$ cat src/rtl/sub_serial_if.sv
// Start/done handshake and operand/result bundle for sub_serial.
// The master drives operands and start; the slave returns result and flags.
interface sub_serial_if;
  logic       start;
  logic [7:0] A;
  logic [7:0] B;
  logic       ready;
  logic       busy;
  logic       done;
  logic [7:0] C;
  logic       borrow;
  logic       zero;

  modport master (
    output start, A, B,
    input  ready, busy, done, C, borrow, zero
  );

  modport slave (
    input  start, A, B,
    output ready, busy, done, C, borrow, zero
  );
endinterface

$ cat src/rtl/sub_serial.sv
// Bit-serial 8-bit subtractor C = A - B, LSB first, 10 cycles per op.
// Optional SUB_SATURATE_EN clamps an underflowing result to 0x00.
module sub_serial (
  input  logic         clk,
  input  logic         rst_n,
  sub_serial_if.slave  bus
);
  typedef enum logic [1:0] {
    IDLE  = 2'd0,
    SHIFT = 2'd1,
    DONE  = 2'd2
  } state_e;

  state_e     state_q, state_d;
  logic [2:0] cnt_q, cnt_d;
  logic       carry_q, carry_d;
  logic [7:0] opa_q, opa_d;
  logic [7:0] opb_q, opb_d;
  logic [7:0] res_q, res_d;
  logic [7:0] c_q, c_d;
  logic       borrow_q, borrow_d;
  logic       zero_q, zero_d;

  logic sum;
  logic cout;

  assign sum  = opa_q[0] ^ opb_q[0] ^ carry_q;
  assign cout = (opa_q[0] & opb_q[0])
              | (opa_q[0] & carry_q)
              | (opb_q[0] & carry_q);

  always_comb begin
    state_d  = state_q;
    cnt_d    = cnt_q;
    carry_d  = carry_q;
    opa_d    = opa_q;
    opb_d    = opb_q;
    res_d    = res_q;
    c_d      = c_q;
    borrow_d = borrow_q;
    zero_d   = zero_q;
    unique case (state_q)
      IDLE: begin
        if (bus.start) begin
          opa_d   = bus.A;
          opb_d   = ~bus.B;
          carry_d = 1'b1;
          cnt_d   = 3'd0;
          state_d = SHIFT;
        end
      end
      SHIFT: begin
        res_d   = {sum, res_q[7:1]};
        opa_d   = {1'b0, opa_q[7:1]};
        opb_d   = {1'b0, opb_q[7:1]};
        carry_d = cout;
        cnt_d   = cnt_q + 3'd1;
        if (cnt_q == 3'd7) begin
          state_d  = DONE;
          c_d      = res_d;
          borrow_d = ~cout;
          zero_d   = (res_d == 8'h00);
`ifdef SUB_SATURATE_EN
          // Unsigned floor at zero on underflow.
          if (!cout) begin
            c_d    = 8'h00;
            zero_d = 1'b1;
          end
`endif
        end
      end
      DONE: begin
        state_d = IDLE;
      end
      default: begin
        state_d = IDLE;
      end
    endcase
  end

  always_ff @(posedge clk or negedge rst_n) begin
    if (!rst_n) begin
      state_q  <= IDLE;
      cnt_q    <= 3'd0;
      carry_q  <= 1'b1;
      opa_q    <= 8'h00;
      opb_q    <= 8'h00;
      res_q    <= 8'h00;
      c_q      <= 8'h00;
      borrow_q <= 1'b0;
      zero_q   <= 1'b0;
    end else begin
      state_q  <= state_d;
      cnt_q    <= cnt_d;
      carry_q  <= carry_d;
      opa_q    <= opa_d;
      opb_q    <= opb_d;
      res_q    <= res_d;
      c_q      <= c_d;
      borrow_q <= borrow_d;
      zero_q   <= zero_d;
    end
  end

  assign bus.ready  = (state_q == IDLE);
  assign bus.busy   = (state_q == SHIFT) || (state_q == DONE);
  assign bus.done   = (state_q == DONE);
  assign bus.C      = c_q;
  assign bus.borrow = borrow_q;
  assign bus.zero   = zero_q;
endmodule

$ cat src/flat_wrapper.sv
// flat-port wrapper written by rule: the top's interface ports become plain ports
module sub_serial_flat 
  (clk, rst_n, bus_start, bus_A, bus_B, bus_ready, bus_busy, bus_done, bus_C, bus_borrow, bus_zero);
  sub_serial_if bus_i ();
  input  logic clk;
  input  logic rst_n;
  input wire logic [$bits(bus_i.start)-1:0] bus_start;
  input wire logic [$bits(bus_i.A)-1:0] bus_A;
  input wire logic [$bits(bus_i.B)-1:0] bus_B;
  output wire logic [$bits(bus_i.ready)-1:0] bus_ready;
  output wire logic [$bits(bus_i.busy)-1:0] bus_busy;
  output wire logic [$bits(bus_i.done)-1:0] bus_done;
  output wire logic [$bits(bus_i.C)-1:0] bus_C;
  output wire logic [$bits(bus_i.borrow)-1:0] bus_borrow;
  output wire logic [$bits(bus_i.zero)-1:0] bus_zero;
  assign bus_i.start = bus_start;
  assign bus_i.A = bus_A;
  assign bus_i.B = bus_B;
  assign bus_ready = bus_i.ready;
  assign bus_busy = bus_i.busy;
  assign bus_done = bus_i.done;
  assign bus_C = bus_i.C;
  assign bus_borrow = bus_i.borrow;
  assign bus_zero = bus_i.zero;
  sub_serial u_core (.clk(clk), .rst_n(rst_n), .bus(bus_i));
endmodule
$ cat config.mk
export PLATFORM = sky130hd
export DESIGN_NAME = sub_serial_flat
export DESIGN_NICKNAME = d
export VERILOG_FILES = /design/src/rtl/sub_serial_if.sv /design/src/rtl/sub_serial.sv /design/src/flat_wrapper.sv
export SDC_FILE = /design/constraint.sdc
export NUM_CORES = 1
export LEC_CHECK = 0
export ABC_CLOCK_PERIOD_IN_PS = 3950
export BUFFER_PORTS_ARGS = -buffer_cell sky130_fd_sc_hd__buf_2
export CAP_MARGIN = 20
export CORE_ASPECT_RATIO = 1.4
export CORE_MARGIN = 2
export CORE_UTILIZATION = 50
export CTS_BUF_LIST = sky130_fd_sc_hd__clkbuf_8
export DETAILED_ROUTE_END_ITERATION = 6
export GPL_TIMING_DRIVEN = 0
export PLACE_DENSITY_LB_ADDON = 0.08
export SLEW_MARGIN = 10
export SYNTH_ARGS = -nofsm -noshare
export SYNTH_HDL_FRONTEND = slang
export SYNTH_SLANG_ARGS = --single-unit
export TNS_END_PERCENT = 100
$ cat constraint.sdc
create_clock -name clk -period 3.95 [get_ports clk]
set_clock_uncertainty 0.15 [all_clocks]
set_input_delay 0.79 -clock clk [delete_from_list [all_inputs] [get_ports clk]]
set_output_delay 0.79 -clock clk [all_outputs]
set_load 0.02 [all_outputs]
# Yosys cells after proc, flatten, opt, wreduce, memory -nomap -nowiden
# Cells that the tools add are included.
# totals
inputBits	19
output_inout_bits	13
register_bits	40
wordCells	42
# op_classes
eq_ne	5
mux	11
addsub	1
reduce_logical	7
bitwise	9
# op_table
op	n
case mux 8 bit (2 select lines)	2
two-way mux 8 bit	2
zero test 8 bit	1
NOT 8 bit	1
case mux 3 bit (2 select lines)	1
AND reduction 2 bit	3
two-way mux 2 bit	2
case mux 2 bit (2 select lines)	1
adder 3 x 1 -> 3 bit (second input constant)	1
AND 1 bit	3
equality test 3 bit (second input constant)	1
two-way mux 3 bit	1
equality test 2 x 1 -> 1 bit (second input constant)	1
equality test 2 bit (second input constant)	1
zero test 2 bit	1
!= test 2 x 1 -> 1 bit (second input constant)	1
!= test 2 bit (second input constant)	1
bitwise OR 1 bit	2
case mux 1 bit (2 select lines)	1
nonzero test 2 bit	1
XOR 1 bit	2
logical OR 1 bit	1
two-way mux 1 bit	1
NOT 1 bit	1

# Logic depth before layout (Yosys ltp)
# Gate-level depths: netlist of the first run.
# depth
ltp_word	4
mapped_depth	7
ltp_nobuf	5

# Least setup slack after synthesis of the first run
# OpenSTA, ideal clock, no wires.
# synth_timing
path_kind	reg-to-output
from	register u_core.state_q[0]
to	output port bus_ready
path_slack_ns	2.191
stages_incl_launch_ff	3
arrival_time_ns	0.819
t_required_ns	3.010
path_buffers	0
cell_sequence	dfrtp_1 inv_1 ha_1
# synth_between
elab_chain_len	1
# synth_rtl
item	line	text
start: declaration	sub_serial.sv:14	state_e state_q, state_d;
start signal: assignment	sub_serial.sv:93	state_q <= state_d;
zero test 2 bit	sub_serial.sv:105	assign bus.ready = (state_q == IDLE);
end: declaration	flat_wrapper.sv:10	output wire logic [$bits(bus_i.ready)-1:0] bus_ready;
# Every way passes these cells.

# Final worst setup path of the first run
# Same ends and word-level chain as after synthesis.

==> results of run 1 <==
-- worst max path at each step --
stage / start / end / depth (start not counted)
3_3_place_gp: u_core.state_q[0] / bus_ready / 3
3_5_place_dp: u_core.state_q[0] / bus_ready / 3
2_1_floorplan: u_core.state_q[0] / bus_ready / 2
5_1_grt: u_core.state_q[0] / bus_ready / 3
4_1_cts: u_core.state_q[0] / bus_ready / 3
6_report: u_core.state_q[0] / bus_ready / 3
-- per-layer routing --
metal | share of wire | vias up | global-route usage
li1 | - | 602 | -
met1 | 0.41 | 606 | 0.203
met2 | 0.52 | 33 | 0.332
met3 | 0.050 | 5 | 0.0582
met4 | 0.017 | 0 | 0.0667
met5 | 0 | - | 0
-- registers in the layout, indices dropped and copies added (netlist names) --
signal	flops
u_core.opb_q	8
u_core.state_q	2
u_core.bus.C	8
u_core.opa_q	8
u_core.carry_q	1
u_core.bus.zero	1
u_core.res_q	7
u_core.bus.borrow	1
u_core.cnt_q	3
-- power by group through the flow --
stage	sequential (mW)	clock (mW)	combinational [mW]
2_1_floorplan	0.717	0	0.523
3_3_place_gp	0.690	0	0.716
3_5_place_dp	0.700	0	0.744
4_1_cts	0.694	0.348	0.746
5_1_grt	0.717	0.368	0.815
6_report	0.692	0.338	0.732
-- layout make-up --
type                            count  area share
Inverter                            7      0.0127
Buffer                              8      0.0235
Clock inverter                      2      0.0169
Sequential cell                    39       0.471
Timing Repair Buffer               31      0.0748
Multi-Input combinational cell    101       0.337
Clock buffer                        6      0.0398
Tap cell                           40      0.0241
-- worst min-delay path, stage by stage (launching register included) --
cell and delay (ns):
dfrtp_1 0.34, nand2_1 0.04, o21ai_0 0.06
-- through the flow --
| stage | utilization | hold WS, ns | area [um^2] |
|---|---|---|---|
| floorplan | - | 0.300 | 1750 |
| detailed placement | 0.579 | 0.316 | 1960 |
| finish | 0.614 | 0.329 | 2070 |
| global placement | 0.579 | 0.308 | 1960 |
| global route | 0.614 | 0.370 | 2070 |
| CTS | 0.614 | 0.333 | 2070 |
-- layout by cell type, fill, tap and decap left out, types with 2 or more instances in the layout --
cell	count
a21oi_1	17
a22o_1	2
buf_2	37
clkbuf_8	6
dfrtp_1	38
ha_1	5
inv_1	7
mux2_2	14
mux2i_1	9
nand2_1	14
nand2b_1	2
nor2_1	15
o21ai_0	12
-- cells by family (layout without fill, tap and decap cells) --
group	after synthesis	after routing
multiplexers	24	24
buffers and inverters	15	54
flip-flops	39	39
AND/OR/NAND/NOR	37	37
AO/OA/AOI/OAI	34	34
adder cells (fa/ha/maj)	6	6
==> run_results.csv, run 1 <==
group,metric,value,unit
outcome,status,"finished, final reports clean",
die,core,0.00338,mm^2
power,power_frac_seq,0.393,
drt,drt_pass1_iterations,4,
clock_tree,cts_tree,"yes",
synth,synth_common_cells,"38 x dfrtp_1, 17 x a21oi_1, 15 x nor2_1",
sta,fin_crit,2.26,ns
clock_tree,cts-root-buf,"clkbuf_8",
drt,drt-total-wl,3260,um
sta,finalSetupViolCount,0,
finish,fillers,284,
critical_path,ff2ff_setup_slack,2.12,ns
global_routing,grt_usage,0.186,
clock_tree,htreeDepth,2,
sta,slew_violations,0,
critical_path,crit_required,3.01,ns
synth,syn_area,0.00175,mm^2
sta,post-route-period-util,0.572,
synth,synth-edff-count,0,
sta,fmax,0.442,GHz
finish,multi_input_area,698,um^2
hold_path,hold_start,"u_core.bus.C[6]",
clock_tree,cts_setup_buffers,0,
critical_path,regToRegStartpoint,"u_core.carry_q",
synth,syn_inst,155,
sta,fin_tns_setup,0,ns
critical_path,worstPathCellList,"inv_1, ha_1, buf_2",
die,fp.dieW,54.0,um
synth,synth_top_family_by_area,"multiplexers",
critical_path,cpLargestDelayFamily,"flip-flops",
placement,gp_congestion,0.698,
critical_path,cp_data_arrival_time,1.32,ns
power,netSwitchingFraction,0.365,
global_routing,grt_max_degree,40,
critical_path,timing.critical_path.buf_inv,2,
drt,wl_per_cell,13.9,um
die,num_rows,25,
clock_tree,numClockSinks,39,
critical_path,crit_fanout,8,
power,p_per_area,850,mW/mm^2
synth,muxShareOfSynthArea,0.150,
power,ir_drop,0.481,mV
synth,ys_types,26,
synth,async_flop_share,1.00,
sta,maxSlewHeadroom,0.429,
finish,drive_gt1_frac,0.335,
power,p_comb_frac,0.416,
critical_path,r2r_end,"u_core.bus.zero",
global_routing,grt-ovfl-total,0,
power,finalPower,1.76,mW
sta,grt_setup_unrepaired,"false",
finish,fin_nets,218,
die,start_util,0.518,
die,die_height,74.0,um
clock_tree,clock_latency,0.29,ns
hold_path,worstHoldPathCells,2,
synth,synth-main-ff-cell,"dfrtp_1",
critical_path,cp-start-kind,"register",
placement,dpl.cell_count,226,
synth,synth-simple-area-share,0.0922,
clock_tree,cts_hold_buffers,0,
placement,hpwl,2400,um
drt,routed_via_density,5.32,
sta,worst_slack,1.69,ns
drt,drt_iter0_markers,15,
clock_tree,numCtsBuffers,5,
synth,yosys.area_share.adder,0.0472,
sta,final-hold-violation-count,0,
placement,port_buffers,31,
clock_tree,cts.repair.resized,0,
global_routing,first_global_vias,1243,
synth,synth_fp_nets,180,
synth,synth_compound_area_frac,0.109,
synth,ys_ff_latch,39,
clock_tree,path_clk_slew,0.07,ns
critical_path,slowest_stage,"dfrtp_1",
clock_tree,cts.path.max_buffers,2,
global_routing,antenna_found_initial,0,
drt,ant_nets,0,
drt,route.detailed.drc,0,
critical_path,crit_type,"reg -> out",
synth,syn_avg_cell_area,11.3,um^2
die,dieArea,0.00400,mm^2
power,cellLeakagePower,1.05,nW
hold_path,hold_class,"reg -> reg",
finish,instances_no_fill,234,
finish,areaGrowthSynthToFinish,18.4,%
power,p_switching,643,uW
drt,num_vias,1246,
sta,worstMarginPinSlew,0.856,ns
critical_path,endpoint_kind,"output pin",
power,p_clk_frac,0.192,
finish,seq_area,977,um^2
placement,preCtsSetupSlack,2.00,ns
synth,synth_most_common_cell,"dfrtp_1",
synth,yosys_warnings,0,
synth,synthTopCellsByArea,"dfrtp_1 54%, mux2_2 9.0%, mux2i_1 5.1%",
flow_run,maxCapViolations,0,
synth,yosysSeqAreaShare,0.558,
critical_path,reg2reg_depth,5,
power,p_int,1.12,mW
die,io_pins,32,
global_routing,grt_first_pass_wirelength,5420,um
synth,synth_top_cell_by_area,"dfrtp_1",
finish,antennaDiodeCount,0,
synth,yosysTopAreaCellShare,0.543,
synth,synthXorXnorAreaFrac,0,
critical_path,timing.critical_path.slowest_cell_delay,0.40,ns
hold_path,whs_endpoint,"u_core.bus.C[6]",
No activity file was read; power rests on OpenSTA's default activity.
==> inputs of run 2 (changes only) <==
--- a/config.mk
+++ b/config.mk
@@ -5,7 +5,8 @@
 export SDC_FILE = /design/constraint.sdc
 export NUM_CORES = 1
 export LEC_CHECK = 0
-export ABC_CLOCK_PERIOD_IN_PS = 3950
+export ABC_AREA = 1
+export ABC_CLOCK_PERIOD_IN_PS = 2300
 export BUFFER_PORTS_ARGS = -buffer_cell sky130_fd_sc_hd__buf_2
 export CAP_MARGIN = 20
 export CORE_ASPECT_RATIO = 1.4
==> constraint.sdc (replaced) <==
create_clock -name clk -period 2.3 [get_ports clk]
set_clock_uncertainty 0.15 [all_clocks]
set_input_delay 0.46 -clock clk [delete_from_list [all_inputs] [get_ports clk]]
set_output_delay 0.46 -clock clk [all_outputs]
set_load 0.02 [all_outputs]
==> run_results.csv, run 2 <==
group,metric,value,unit
outcome,status,"finished, final reports clean",
finish,post-route-util,0.600,
synth,yosysTopAreaCellShare,0.508,
critical_path,crit_path_start,"u_core.state_q[0]",
synth,synth_fp_nets,244,
global_routing,grt_usage,0.191,
clock_tree,clock_latency,0.29,ns
die,num_rows,26,
synth,ys_types,19,
critical_path,reg2reg_depth,6,
die,fp.dieW,55.7,um
sta,fin_crit,1.85,ns
drt,ant_nets,0,
power,p_per_area,1340,mW/mm^2
synth,synth-main-ff-cell,"dfrtp_1",
sta,final-hold-violation-count,0,
finish,fillers,347,
critical_path,cp_data_arrival_time,1.24,ns
clock_tree,numCtsBuffers,5,
drt,drt_iter0_markers,22,
sta,post-route-period-util,0.804,
die,io_pins,32,
critical_path,crit_type,"reg -> out",
drt,num_vias,1472,
sta,fin_tns_setup,0,ns
global_routing,grt-ovfl-total,0,
sta,finalHoldWorstSlack,0.133,ns
synth,synth_top_cell_by_area,"dfrtp_1",
sta,maxSlewHeadroom,0.413,
synth,syn_inst,219,
drt,drt_pass1_iterations,4,
placement,hpwl,2550,um
finish,drive_gt1_frac,0.236,
power,cellLeakagePower,1.19,nW
clock_tree,numClockSinks,39,
finish,seq_area,977,um^2
placement,gp_congestion,0.731,
synth,yosys_warnings,0,
synth,synthTopCellsByArea,"dfrtp_1 51%, nand2_1 17%, nand3_1 4.5%",
global_routing,antenna_found_initial,0,
clock_tree,cts_tree,"yes",
critical_path,worstPathCellList,"inv_1, ha_1, buf_2",
drt,drt-total-wl,3640,um
hold_path,hold_class,"in -> async",
finish,final_cell_mix,"84 x nand2_1, 38 x dfrtp_1, 33 x buf_2",
finish,final_common_cell,"nand2_1",
sta,fmax,0.541,GHz
sta,slew_violations,0,
critical_path,regToRegStartpoint,"u_core.carry_q",
critical_path,endpoint_kind,"output pin",
clock_tree,cts-root-buf,"clkbuf_8",
global_routing,grt_max_degree,40,
die,start_util,0.519,
critical_path,crit_fanout,4,
synth,async_flop_share,1.00,
die,dieArea,0.00426,mm^2
clock_tree,cts_setup_buffers,0,
critical_path,r2r_end,"u_core.bus.zero",
finish,multi_input_area,736,um^2
placement,port_buffers,31,
sta,grt_setup_unrepaired,"false",
critical_path,cp-start-kind,"register",
synth,synth_common_cells,"84 x nand2_1, 38 x dfrtp_1, 17 x nand3_1",
sta,worstMarginPinSlew,0.881,ns
drt,wl_per_cell,12.1,um
synth,syn_avg_cell_area,8.55,um^2
synth,yosysSeqAreaShare,0.522,
synth,syn_area,0.00187,mm^2
power,ir_drop,0.745,mV
global_routing,first_global_vias,1436,
die,core,0.00361,mm^2
synth,synth-edff-count,0,
flow_run,maxCapViolations,0,
clock_tree,path_clk_slew,0.08,ns
synth,ys_ff_latch,39,
synth,synth_most_common_cell,"nand2_1",
critical_path,slowest_stage,"dfrtp_1",
drt,route.detailed.drc,0,
finish,fin_nets,282,
drt,routed_via_density,4.91,
sta,finalSetupViolCount,0,
clock_tree,htreeDepth,2,
clock_tree,cts.repair.resized,0,
global_routing,grt_first_pass_wirelength,6380,um
finish,antennaDiodeCount,0,
critical_path,ff2ff_setup_slack,0.68,ns
clock_tree,cts_hold_buffers,0,
critical_path,crit_required,1.69,ns
critical_path,timing.critical_path.slowest_cell_delay,0.40,ns
finish,areaGrowthSynthToFinish,15.6,%
clock_tree,cts.path.max_buffers,2,
critical_path,crit_path_end,"bus_ready",
die,die_height,76.4,um
-- run 2: cell count changes after synthesis, moves of 9 or more --
| cell | before | now |
|---|---|---|
| a21oi_1 | 17 | 0 |
| mux2_2 | 14 | 0 |
| inv_1 | 7 | 16 |
| o21ai_1 | 0 | 12 |
| nand3_1 | 0 | 17 |
| nand2_1 | 14 | 84 |
| mux2i_1 | 9 | 0 |
-- run 2: final cells by class --
type,count,share of cell area
sequential,39,0.451
multi-input combinational,151,0.340
timing repair buffer,31,0.0716
buffer,10,0.0410
inverter,19,0.0329
clock buffer,5,0.0318
tap,42,0.0243
clock inverter,3,0.00751
-- run 2: worst max-delay path: cells and delay by family, from the launching register on --
family / cells / cell delay, ns
flip-flops: 1 / 0.40
adder cells (fa/ha/maj): 1 / 0.25
buffers and inverters: 2 / 0.29
-- run 2: logic make-up after synthesis --
family                   after synthesis  share of synthesized area
flip-flops                            39                      0.522
AO/OA/AOI/OAI                         31                     0.0922
AND/OR/NAND/NOR                      114                      0.257
buffers and inverters                 29                     0.0855
adder cells (fa/ha/maj)                6                     0.0441
-- run 2: power by group --
part           switching (mW)  leakage [nW]  internal [mW]
clock network           0.240        0.0453          0.207
logic                   0.830         0.642          0.508
registers               0.150         0.505          0.974
-- run 2: per-layer routing --
layer,share of wire,wire (um),GRT usage
met4,0.013,47,0.0829
met2,0.52,1900,0.336
met3,0.029,106,0.0475
met5,0,0,0
met1,0.44,1590,0.215
-- run 2: per-stage QoR --
stage                     setup WS [ns]  instance area [um^2]  cells  total power [mW]
after floorplan                   0.746                  1870    219              2.16
after global placement            0.708                  2080    292              2.46
after detailed placement          0.687                  2080    292              2.49
after CTS                         0.430                  2170    300              2.95
after global routing              0.374                  2170    300              3.20
final                             0.452                  2170    300              2.91
-- run 2: worst min path at each step --
stage,start,endpoint,slack [ns],cells after the start
2_1_floorplan,rst_n,u_core.bus.C[0],0.01,0
3_3_place_gp,u_core.bus.C[6],u_core.bus.C[6],0.31,2
3_5_place_dp,u_core.bus.C[6],u_core.bus.C[6],0.31,2
4_1_cts,rst_n,u_core.opb_q[3],0.15,1
5_1_grt,rst_n,u_core.state_q[0],0.20,1
6_report,rst_n,u_core.res_q[2],0.13,1
